### config.mk
export PLATFORM = sky130hd
export DESIGN_NAME = uart_tx_sched
export DESIGN_NICKNAME = d
export VERILOG_FILES = /design/src/rtl/uart_pkg.sv /design/src/rtl/uart_rr_arbiter.sv /design/src/rtl/uart_tx_sched.sv
export SDC_FILE = /design/constraint.sdc
export NUM_CORES = 1
export LEC_CHECK = 0
export ABC_AREA = 1
export BUFFER_PORTS_ARGS = -buffer_cell sky130_fd_sc_hd__buf_2
export CAP_MARGIN = 20
export CORE_AREA = 2 2 54 56
export DETAILED_ROUTE_END_ITERATION = 12
export DIE_AREA = 0 0 56 58
export HOLD_SLACK_MARGIN = 0.08
export SLEW_MARGIN = 10
export SYNTH_ARGS = -nofsm -noshare
export SYNTH_HDL_FRONTEND = slang
export SYNTH_SLANG_ARGS = --single-unit
### constraint.sdc
create_clock -name i_clk -period 3.88 [get_ports i_clk]
set_input_delay 0.388 -clock i_clk [delete_from_list [all_inputs] [get_ports i_clk]]
set_output_delay 0.388 -clock i_clk [all_outputs]
set_load 0.01 [all_outputs]
### src/rtl/uart_pkg.sv
// Shared types and defaults for the UART transmit scheduler and its arbiter.
package uart_pkg;

  localparam int UART_DATA_W          = 8;
  localparam int START_HOLD_DEFAULT   = 16;
  localparam int BUSY_TIMEOUT_DEFAULT = 1024;

  typedef enum logic [1:0] {
    SCHED_IDLE      = 2'd0,
    SCHED_START     = 2'd1,
    SCHED_WAIT_BUSY = 2'd2,
    SCHED_WAIT_DONE = 2'd3
  } sched_state_e;

endpackage

### src/rtl/uart_rr_arbiter.sv
// Combinational round-robin arbiter: the search starts one past the last
// granted index and wraps, producing a one-hot grant plus its index.
module uart_rr_arbiter #(
  parameter int N_REQ = 2,
  parameter int IDX_W = 1
) (
  input  logic [N_REQ-1:0] valid_i,
  input  logic [IDX_W-1:0] last_grant_i,
  output logic [N_REQ-1:0] grant_o,
  output logic [IDX_W-1:0] grant_idx_o,
  output logic             any_o
);

  logic [IDX_W-1:0] cand_idx;

  always_comb begin
    grant_o     = '0;
    grant_idx_o = '0;
    any_o       = 1'b0;
    cand_idx    = '0;
    for (int i = 1; i <= N_REQ; i++) begin
      cand_idx = IDX_W'((int'(last_grant_i) + i) % N_REQ);
      if (!any_o && valid_i[cand_idx]) begin
        any_o             = 1'b1;
        grant_o[cand_idx] = 1'b1;
        grant_idx_o       = cand_idx;
      end
    end
  end

endmodule

### src/rtl/uart_tx_sched.sv
// Round-robin scheduler sharing one UART transmitter between N_REQ byte sources.
// Optional busy-rise watchdog enabled by defining UART_TX_SCHED_TIMEOUT_EN.
module uart_tx_sched
  import uart_pkg::*;
#(
  parameter int N_REQ        = 2,
  parameter int START_HOLD   = START_HOLD_DEFAULT,
  parameter int BUSY_TIMEOUT = BUSY_TIMEOUT_DEFAULT
) (
  input  logic                       i_clk,
  input  logic                       i_rst_n,
  input  logic [N_REQ-1:0]           i_req_valid,
  input  logic [UART_DATA_W*N_REQ-1:0] i_req_data,
  output logic [N_REQ-1:0]           o_req_ready,
  output logic                       o_tx_start,
  output logic [UART_DATA_W-1:0]     o_tx_data,
  input  logic                       i_tx_busy,
  output logic [$clog2(N_REQ)-1:0]   o_grant_id,
  output logic                       o_active,
  output logic                       o_err_timeout
);

  localparam int GID_W  = $clog2(N_REQ);
  localparam int HOLD_W = $clog2(START_HOLD + 1);

  sched_state_e           state_q, state_d;
  logic [HOLD_W-1:0]      hold_cnt_q, hold_cnt_d;
  logic [UART_DATA_W-1:0] tx_data_q, tx_data_d;
  logic [GID_W-1:0]       last_grant_q, last_grant_d;
  logic [GID_W-1:0]       grant_id_q, grant_id_d;
  logic                   busy_meta_q, busy_s_q;

  logic [N_REQ-1:0]       arb_valid;
  logic [N_REQ-1:0]       arb_grant;
  logic [GID_W-1:0]       arb_idx;
  logic                   arb_any;
  logic [UART_DATA_W-1:0] sel_data;
  logic [N_REQ-1:0]       req_ready;

`ifdef UART_TX_SCHED_TIMEOUT_EN
  localparam int TO_W = $clog2(BUSY_TIMEOUT + 1);
  logic [TO_W-1:0] to_cnt_q, to_cnt_d;
  logic            err_q, err_d;
`endif

  // busy comes from the baud-clock domain, so nothing looks at it unsynchronised
  always_ff @(posedge i_clk or negedge i_rst_n) begin
    if (!i_rst_n) begin
      busy_meta_q <= 1'b0;
      busy_s_q    <= 1'b0;
    end else begin
      busy_meta_q <= i_tx_busy;
      busy_s_q    <= busy_meta_q;
    end
  end

  assign arb_valid = (state_q == SCHED_IDLE && !busy_s_q) ? i_req_valid : '0;

  uart_rr_arbiter #(
    .N_REQ (N_REQ),
    .IDX_W (GID_W)
  ) u_arb (
    .valid_i      (arb_valid),
    .last_grant_i (last_grant_q),
    .grant_o      (arb_grant),
    .grant_idx_o  (arb_idx),
    .any_o        (arb_any)
  );

  assign sel_data = i_req_data[int'(arb_idx)*UART_DATA_W +: UART_DATA_W];

  always_ff @(posedge i_clk or negedge i_rst_n) begin
    if (!i_rst_n) begin
      state_q      <= SCHED_IDLE;
      hold_cnt_q   <= '0;
      tx_data_q    <= '0;
      last_grant_q <= GID_W'(N_REQ - 1);
      grant_id_q   <= '0;
    end else begin
      state_q      <= state_d;
      hold_cnt_q   <= hold_cnt_d;
      tx_data_q    <= tx_data_d;
      last_grant_q <= last_grant_d;
      grant_id_q   <= grant_id_d;
    end
  end

`ifdef UART_TX_SCHED_TIMEOUT_EN
  always_ff @(posedge i_clk or negedge i_rst_n) begin
    if (!i_rst_n) begin
      to_cnt_q <= '0;
      err_q    <= 1'b0;
    end else begin
      to_cnt_q <= to_cnt_d;
      err_q    <= err_d;
    end
  end
`endif

  always_comb begin
    state_d      = state_q;
    hold_cnt_d   = hold_cnt_q;
    tx_data_d    = tx_data_q;
    last_grant_d = last_grant_q;
    grant_id_d   = grant_id_q;
    req_ready    = '0;
`ifdef UART_TX_SCHED_TIMEOUT_EN
    to_cnt_d     = '0;
    err_d        = err_q;
`endif
    case (state_q)
      SCHED_IDLE: begin
        hold_cnt_d = '0;
        if (arb_any) begin
          req_ready    = arb_grant;
          tx_data_d    = sel_data;
          last_grant_d = arb_idx;
          grant_id_d   = arb_idx;
          state_d      = SCHED_START;
        end
      end
      SCHED_START: begin
        // a fast transmitter may already report busy when the start pulse ends
        if (hold_cnt_q == HOLD_W'(START_HOLD - 1)) begin
          hold_cnt_d = '0;
          state_d    = busy_s_q ? SCHED_WAIT_DONE : SCHED_WAIT_BUSY;
        end else begin
          hold_cnt_d = hold_cnt_q + 1'b1;
        end
      end
      SCHED_WAIT_BUSY: begin
        if (busy_s_q) begin
          state_d = SCHED_WAIT_DONE;
`ifdef UART_TX_SCHED_TIMEOUT_EN
        end else if (to_cnt_q == TO_W'(BUSY_TIMEOUT - 1)) begin
          err_d   = 1'b1;
          state_d = SCHED_IDLE;
        end else begin
          to_cnt_d = to_cnt_q + 1'b1;
`endif
        end
      end
      SCHED_WAIT_DONE: begin
        if (!busy_s_q) begin
          state_d = SCHED_IDLE;
        end
      end
      default: state_d = SCHED_IDLE;
    endcase
  end

  assign o_req_ready = req_ready;
  assign o_tx_start  = (state_q == SCHED_START);
  assign o_tx_data   = tx_data_q;
  assign o_grant_id  = grant_id_q;
  assign o_active    = (state_q != SCHED_IDLE);

`ifdef UART_TX_SCHED_TIMEOUT_EN
  assign o_err_timeout = err_q;
`else
  assign o_err_timeout = 1'b0;
`endif

endmodule

==> results of run 1 <==
==> sequential cells by signal (all words and copies together) (netlist names) <==
name / count
busy_s_q: 1
o_grant_id: 1
hold_cnt_q: 5
state_q: 2
last_grant_q: 1
o_tx_data: 8
busy_meta_q: 1
==> cells by family after synthesis <==
| group | Yosys count | synth area share [%] |
|---|---|---|
| AOI/OAI and AO/OA | 9 | 5.638 |
| xor gates and xnor gates | 1 | 0.8580 |
| buffers and inverters | 23 | 9.804 |
| adders and majority gates | 6 | 7.353 |
| and+or+nand+nor | 69 | 29.29 |
| other | 1 | 0.3673 |
| DFF | 19 | 46.69 |
==> power breakdown <==
part / leakage [nW] / internal [mW] / switching, mW
logic: 0.454 / 0.150 / 0.235
registers: 0.235 / 0.275 / 0.0499
clock network: 0.0177 / 0.0384 / 0.0603
total: 0.707 / 0.464 / 0.345
==> final timing paths <==
| kind | from | endpoint | slack (ns) | cells after the start |
|---|---|---|---|---|
| setup reg to reg | state_q[0]$_DFFE_PN0P_ | o_tx_data[7]$_DFFE_PN0P_ | 2.18 | 7 |
| max in group asynchronous | i_rst_n | last_grant_q$_DFFE_PN1P_ | 3.01 | 2 |
| hold / removal | i_tx_busy | busy_meta_q$_DFF_PN0_ | 0.19 | 1 |
| hold reg to reg | busy_meta_q$_DFF_PN0_ | busy_s_q$_DFF_PN0_ | 0.37 | 0 |
| min in group asynchronous | i_rst_n | state_q[0]$_DFFE_PN0P_ | 0.54 | 2 |
| setup / recovery | state_q[0]$_DFFE_PN0P_ | o_req_ready[1] | 1.67 | 5 |
==> Yosys cell counts <==
cell     number  area share [%]
dfstp_2       1             2.6
ha_1          6             7.4
inv_2         1            0.37
conb_1        1            0.37
o21ai_0       3             1.5
nor2_4        1             1.1
inv_1        19             7.0
o22ai_1       1            0.61
nand3_1      15             7.4
nand4_1       3             1.8
buf_4         1            0.74
buf_6         1             1.1
nand3_2       1            0.98
nand2_1      40              15
xor2_1        1            0.86
a21oi_1       4             2.0
a21oi_4       1             1.6
dfrtp_1      18              44
nor2_1        9             3.3
inv_4         1            0.61
==> per-layer routing <==
| layer | vias up | track usage, % | wire length [um] |
|---|---|---|---|
| met5 | - | 0 | 0 |
| met4 | 0 | 4.082 | 21 |
| met3 | 2 | 4.911 | 113 |
| met2 | 27 | 23.87 | 981 |
| met1 | 408 | 17.07 | 961 |
| li1 | 468 | - | - |
==> metrics by stage <==
step / util (%) / hold slack [ns]
floorplan: - / 0.09241
global placement: 45.30 / 0.3343
detailed placement: 45.30 / 0.3541
CTS: 46.71 / 0.1773
global route: 46.71 / 0.1595
finish: 46.71 / 0.1892
==> critical path: stages, from the launching register on <==
cell     delay, ns
dfrtp_1       0.45
inv_1         0.14
ha_1          0.27
nand3_2       0.15
a21oi_4       0.32
buf_2         0.20
==> final cells by class <==
type / count / area [sq um]
flip-flops and latches: 19 / 476.7
inverters: 21 / 81.33
repair buffers: 34 / 175.2
multi-input cells: 86 / 444.2
well taps: 31 / 38.79
clock inverters: 1 / 5.005
fillers: 278 / 1419
clock buffers: 3 / 22.52
==> cell usage in the layout (no fill, tap or decap) <==
cell type / synthesis / layout
a21oi_1: 4 / 4
a21oi_4: 1 / 1
buf_2: 0 / 33
clkbuf_4: 0 / 3
clkinv_2: 0 / 1
conb_1: 1 / 1
dfrtp_1: 18 / 18
dfstp_2: 1 / 1
dlygate4sd3_1: 0 / 1
ha_1: 6 / 6
inv_1: 19 / 19
inv_2: 1 / 1
inv_4: 1 / 1
nand2_1: 40 / 40
nand3_1: 15 / 15
nand3_2: 1 / 1
nand4_1: 3 / 3
nor2_1: 9 / 9
nor2_4: 1 / 1
o21ai_0: 3 / 3
o22ai_1: 1 / 1
xor2_1: 1 / 1
==> repair_timing <==
action                    CTS  global route
gates resized for setup     0             0
hold buffers                1             0
hold endpoints to repair   18             0
setup buffers               0             0
==> results.json, run 1 <==
{
  "cp-end-kind": "output port",
  "period_share_pct": 56.99,
  "first_global_vias": 794,
  "placed_cell_area_sq_um": 1206,
  "fin_nets": 192,
  "power_mw": 0.8086,
  "arrival_ns": 1.82,
  "post-place-ws_ns": 1.985,
  "required_ns": 3.49,
  "start_kind": "flop",
  "numCtsBuffers": 3,
  "avgRoutedWirePerCell_um": 10.66,
  "routed_wl_um": 2078,
  "num_rows": 19,
  "grt_pass1_wl_um": 3498,
  "grt_antenna_before_repair": 0,
  "dr.pass1.iters": 4,
  "slew_violations": 0,
  "ys_warn_count": 0,
  "hold_class": "input port to flop",
  "drt_iter0_drc": 26,
  "synth_cell_types": 20,
  "portBuffers": 33,
  "coreArea_sq_um": 2663,
  "clock_latency_ns": 0.29,
  "clk_pin_slew_ns": 0.11,
  "place_inst": 190,
  "critPathKind": "flop to output port",
  "cts_tree": "done",
  "via_per_inst": 4.641,
  "clock-sinks": 19,
  "dp_hpwl_um": 1581,
  "synthesis.nets": 155,
  "fin_setup_tns_ns": 0,
  "synth-seq-cells": 19,
  "drc_errors": 0,
  "ctsRootBufferMaster": "clkbuf_4",
  "dieArea_sq_um": 3248,
  "fin_ws_ns": 1.669,
  "setup_viol": 0,
  "fmax_mhz": 452.2,
  "hold_viol": 0,
  "gp_congestion": 0.7872,
  "initial_core_util_pct": 38.35,
  "syn_avg_cell_area_sq_um": 7.976,
  "syn_inst": 128,
  "maxCapViolations": 0,
  "fin_skew_ns": 0.005399,
  "die_width_um": 56,
  "drive_gt1_share_pct": 26.22,
  "ant_nets": 0,
  "peakVddDrop_mv": 0.3393,
  "p_leak_nw": 0.7071,
  "cp_max_fo": 10,
  "cts.htree.levels": 1,
  "vias": 905,
  "outcome": "completed",
  "final_cells": 195,
  "die_y_um": 58,
  "grt_max_degree": 20,
  "io_pins": 35,
  "grt.overflow.total": 0,
  "syn2layout_area_growth_pct": 21.81,
  "rsz0062_at_grt": "no",
  "post-route-cell-area_sq_um": 1244,
  "synth_area_sq_um": 1021,
  "fin_crit_ns": 2.211,
  "diodes": 0,
  "power_density_nw_per_um2": 650.2,
  "ys_seq_area_share_pct": 46.69,
  "grt_use_total_pct": 14.08,
  "cts_buffer_depth": 2
}
(Power assumes the default switching activity.)
==> inputs of run 2 (changes only) <==
PLACE_DENSITY = 0.66   (was default)
clock period = 1.95 ns   (was 3.88 ns; I/O delays follow)
==> results.json, run 2 (synthesis gave the netlist of run 1 again) <==
{
  "outcome": "completed",
  "initial_core_util_pct": 38.35,
  "clock-sinks": 19,
  "hold_viol": 0,
  "peakVddDrop_mv": 0.8534,
  "avgRoutedWirePerCell_um": 11.09,
  "period_share_pct": 90.50,
  "maxCapViolations": 0,
  "start_kind": "flop",
  "power.net_switching_mw": 0.6954,
  "critPathKind": "flop to output port",
  "vias": 916,
  "cts_buffer_depth": 2,
  "hold_class": "input port to flop",
  "crit_cells": 5,
  "ctsResizeCount": 0,
  "io_pins": 35,
  "final_common_cell": "nand2_1",
  "diodes": 0,
  "dp_hpwl_um": 1691,
  "grt.overflow.total": 0,
  "p_leak_nw": 0.7139,
  "fin_util_pct": 47.32,
  "p_comb_share_pct": 47.8,
  "fin_setup_tns_ns": 0,
  "die_y_um": 58,
  "crit_family": "flip-flops",
  "final_cells": 197,
  "drc_errors": 0,
  "gp_congestion": 0.8250,
  "dr.pass1.iters": 5,
  "fin_nets": 194,
  "num_rows": 19,
  "cts.htree.levels": 1,
  "via_per_inst": 4.650,
  "required_ns": 1.75,
  "arrival_ns": 1.57,
  "grt_max_degree": 20,
  "drive_gt1_share_pct": 25.90,
  "cp-end-kind": "output port",
  "cpPeakStageDelay_ns": 0.44,
  "power_density_nw_per_um2": 1290,
  "power_frac_seq_pct": 39.9,
  "drt_iter0_drc": 41,
  "whs_ns": 0.1150,
  "worst_r2r_path_depth": 8,
  "setup_viol": 0,
  "path_cells": "inv_1, ha_1, nand3_2, a21oi_4, buf_2",
  "fin_crit_ns": 1.765,
  "cp_slowest_cell": "dfrtp_1",
  "cp_max_fo": 5,
  "portBuffers": 33,
  "coreArea_sq_um": 2663,
  "grt_use_total_pct": 14.03,
  "power_mw": 1.625,
  "slew_violations": 0,
  "nFillCells": 265,
  "cp.buffers_inverters": 2,
  "place_inst": 190,
  "mostFrequentLayoutCells": "nand2_1 (40), buf_2 (33), inv_1 (19)",
  "first_global_vias": 867,
  "die_width_um": 56,
  "grt_antenna_before_repair": 0,
  "ctsRootBufferMaster": "clkbuf_4",
  "fin_skew_ns": 0.0008737,
  "clock_power_share_pct": 12.3,
  "routed_wl_um": 2184,
  "numCtsBuffers": 3,
  "grt_pass1_wl_um": 3608,
  "cts_tree": "done",
  "min_path_cells": 3,
  "dieArea_sq_um": 3248,
  "ant_nets": 0,
  "rsz0062_at_grt": "no",
  "clk_pin_slew_ns": 0.11,
  "syn2layout_area_growth_pct": 23.41,
  "fmax_mhz": 566.6,
  "swShare_pct": 42.78,
  "clock_latency_ns": 0.29,
  "p_int_mw": 0.9300,
  "largest_reg_flops": 8
}
==> run 2: changes by cell type in the layout (fill, tap and decap cells not counted), sizes merged <==
cell	before	now
buf	33	34
clkbuf	3	4
clkinv	1	0
dlygate4sd3	1	2
==> run 2: what timing repair did <==
| action | 4_1_cts | 5_1_grt |
|---|---|---|
| hold endpoints to repair | 19 | 0 |
| hold buffers | 2 | 0 |
| setup endpoints to repair | 1 | 0 |
| buffers inserted | 1 | 0 |
==> run 2: power by group through the flow <==
stage                     combinational, mW  clock (mW)  sequential, mW
after floorplan                       0.486           0           0.691
after global placement                0.745           0           0.649
after detailed placement              0.774           0           0.659
after CTS                             0.787       0.209           0.651
after global routing                  0.874       0.224           0.671
final                                 0.777       0.200           0.649
==> run 2: worst register-to-register path: stages (launching register included) <==
cell     delay (ns)
dfrtp_1        0.44
inv_1          0.14
ha_1           0.26
nand3_2        0.15
a21oi_4        0.15
buf_4          0.19
inv_4          0.08
nand2_1        0.07
nand3_1        0.07
==> run 2: final timing paths <==
path	slack (ns)	from	end
max	0.19	state_q[0]$_DFFE_PN0P_	o_req_ready[1]
max in group asynchronous	1.25	i_rst_n	last_grant_q$_DFFE_PN1P_
min	0.12	i_req_data[8]	o_tx_data[0]$_DFFE_PN0P_
min in group asynchronous	0.36	i_rst_n	state_q[1]$_DFFE_PN0P_
min reg2reg	0.38	busy_meta_q$_DFF_PN0_	busy_s_q$_DFF_PN0_
max reg2reg	0.30	state_q[0]$_DFFE_PN0P_	o_tx_data[1]$_DFFE_PN0P_
==> run 2: per-stage QoR <==
| stage | setup slack, ns | instance area (sq um) |
|---|---|---|
| after floorplan | 0.4572 | 1021 |
| after global placement | 0.3670 | 1206 |
| after detailed placement | 0.2958 | 1206 |
| after CTS | 0.1728 | 1260 |
| after global routing | 0.06236 | 1260 |
| final | 0.1852 | 1260 |
==> run 2: final cells by class <==
class / count / area (sq um) / share of cell area (%)
clock buffers: 4 / 26.28 / 2.085
inverters: 21 / 81.33 / 6.455
multi-input cells: 86 / 444.2 / 35.25
flip-flops and latches: 19 / 476.7 / 37.84
well taps: 31 / 38.79 / 3.078
repair buffers: 36 / 192.7 / 15.29
==> run 2: per-layer routing <==
layer	vias to the layer above	wire length (um)	global-route usage (%)
met1	426	1002	16.93
met4	0	17	5.102
li1	471	-	-
met3	2	75	3.125
met2	17	1089	24.71
met5	-	0	0
==> inputs of run 3 (changes only) <==
CTS_BUF_LIST = sky130_fd_sc_hd__clkbuf_4 sky130_fd_sc_hd__clkbuf_8 sky130_fd_sc_hd__clkbuf_16   (was default)
==> results.json, run 3 (synthesis gave the netlist of run 1 again) <==
{
  "clock-sinks": 19,
  "cpPeakStageDelay_ns": 0.44,
  "portBuffers": 33,
  "arrival_ns": 1.56,
  "via_per_inst": 4.629,
  "diodes": 0,
  "slew_violations": 0,
  "rsz0062_at_grt": "no",
  "fin_nets": 194,
  "ant_nets": 0,
  "cts_buffer_depth": 2,
  "dp_hpwl_um": 1691,
  "mostFrequentLayoutCells": "nand2_1 (40), buf_2 (33), inv_1 (19)",
  "dr.pass1.iters": 5,
  "required_ns": 1.75,
  "grt_antenna_before_repair": 0,
  "grt_max_degree": 20,
  "fin_setup_tns_ns": 0,
  "cp-end-kind": "output port",
  "grt_pass1_wl_um": 3608,
  "cp_slowest_cell": "dfrtp_1",
  "first_global_vias": 867,
  "drive_gt1_share_pct": 26.51,
  "cts_tree": "done",
  "cts.htree.levels": 1,
  "hold_end": "o_tx_data[0]$_DFFE_PN0P_",
  "vias": 912,
  "maxCapViolations": 0,
  "clock_latency_ns": 0.29,
  "hold_viol": 0,
  "io_pins": 35,
  "critPathKind": "flop to output port",
  "cp-startpoint": "state_q[0]$_DFFE_PN0P_",
  "ctsResizeCount": 0,
  "drc_errors": 0,
  "ctsRootBufferMaster": "clkbuf_4",
  "syn2layout_area_growth_pct": 23.77,
  "power_mw": 1.638,
  "crit_family": "flip-flops",
  "clk_pin_slew_ns": 0.11,
  "start_kind": "flop",
  "peakVddDrop_mv": 0.8483,
  "numCtsBuffers": 3,
  "fin_crit_ns": 1.758,
  "drt_iter0_drc": 41,
  "cp.buffers_inverters": 2,
  "routed_wl_um": 2173,
  "fmax_mhz": 568.8,
  "rrSetupSlack_ns": 0.31,
  "cp_max_fo": 5,
  "period_share_pct": 90.17,
  "largest_reg_flops": 8,
  "power_density_nw_per_um2": 1296,
  "avgRoutedWirePerCell_um": 11.03,
  "initial_core_util_pct": 38.35,
  "hold_class": "input port to flop",
  "worst_r2r_path_depth": 8,
  "gp_congestion": 0.8250,
  "dieArea_sq_um": 3248,
  "p_leak_nw": 0.7174,
  "grt_use_total_pct": 14.03,
  "setup_viol": 0,
  "die_width_um": 56,
  "die_y_um": 58,
  "rr_startpoint": "state_q[0]$_DFFE_PN0P_",
  "final_common_cell": "nand2_1",
  "min_path_cells": 3,
  "hp-start": "i_req_data[8]",
  "grt.overflow.total": 0,
  "num_rows": 19,
  "fin_skew_ns": 0.001387,
  "r2r-end": "o_tx_data[1]$_DFFE_PN0P_",
  "outcome": "completed",
  "coreArea_sq_um": 2663,
  "path_cells": "inv_1, ha_1, nand3_2, a21oi_4, buf_2"
}
[run 3: cell counts in the layout (fill, tap and decap cells not counted)]
No cell type changed its count.
[run 3: how the worst max path moves through the flow]
stage,slack (ns),end,cells past startpoint
after global routing,0.06,o_req_ready[0],6
final,0.19,o_req_ready[1],5
after CTS,0.17,o_req_ready[1],5
after global placement,0.37,o_req_ready[1],5
after floorplan,0.46,o_tx_data[0]$_DFFE_PN0P_,7
after detailed placement,0.30,o_tx_data[1]$_DFFE_PN0P_,7
[run 3: worst min-delay path: cells and delay by family]
kind	cells	cell delay, ns
buf+inv	1	0.08
simple gates	2	0.10
[run 3: per-stage QoR]
stage / cell area (sq um) / cells / setup WS [ns] / util [%] / hold slack (ns)
2_1_floorplan: 1021 / 128 / 0.4572 / - / -0.1006
3_5_place_dp: 1206 / 190 / 0.2958 / 45.30 / 0.1612
4_1_cts: 1264 / 197 / 0.1737 / 47.46 / 0.1066
5_1_grt: 1264 / 197 / 0.06223 / 47.46 / 0.1008
3_3_place_gp: 1206 / 190 / 0.3670 / 45.30 / 0.1577
6_report: 1264 / 197 / 0.1918 / 47.46 / 0.1160
[run 3: what timing repair did]
item / CTS / global route
setup endpoints to repair: 1 / 0
endpoints found under the hold margin: 19 / 0
buffers inserted: 1 / 0
hold buffers: 2 / 0
[run 3: power by group]
part / switching (mW) / leakage, nW / internal [mW]
clock network: 0.119 / 0.0184 / 0.0934
logic: 0.474 / 0.464 / 0.302
registers: 0.101 / 0.235 / 0.548
total: 0.694 / 0.717 / 0.944
[run 3: area by class of cell]
type / instances / area [sq um]
Fill cell: 263 / 1399
Sequential cell: 19 / 476.7
Multi-Input combinational cell: 86 / 444.2
Timing Repair Buffer: 36 / 192.7
Inverter: 21 / 81.33
Tap cell: 31 / 38.79
Clock buffer: 4 / 30.03
[run 3: layer usage]
metal  wire [um]  GRT usage (%)  part of all wire [%]
met1         993          16.93                    46
met4          17          5.102                  0.78
met5           0              0                     0
met2        1089          24.71                    50
met3          74          3.125                   3.4
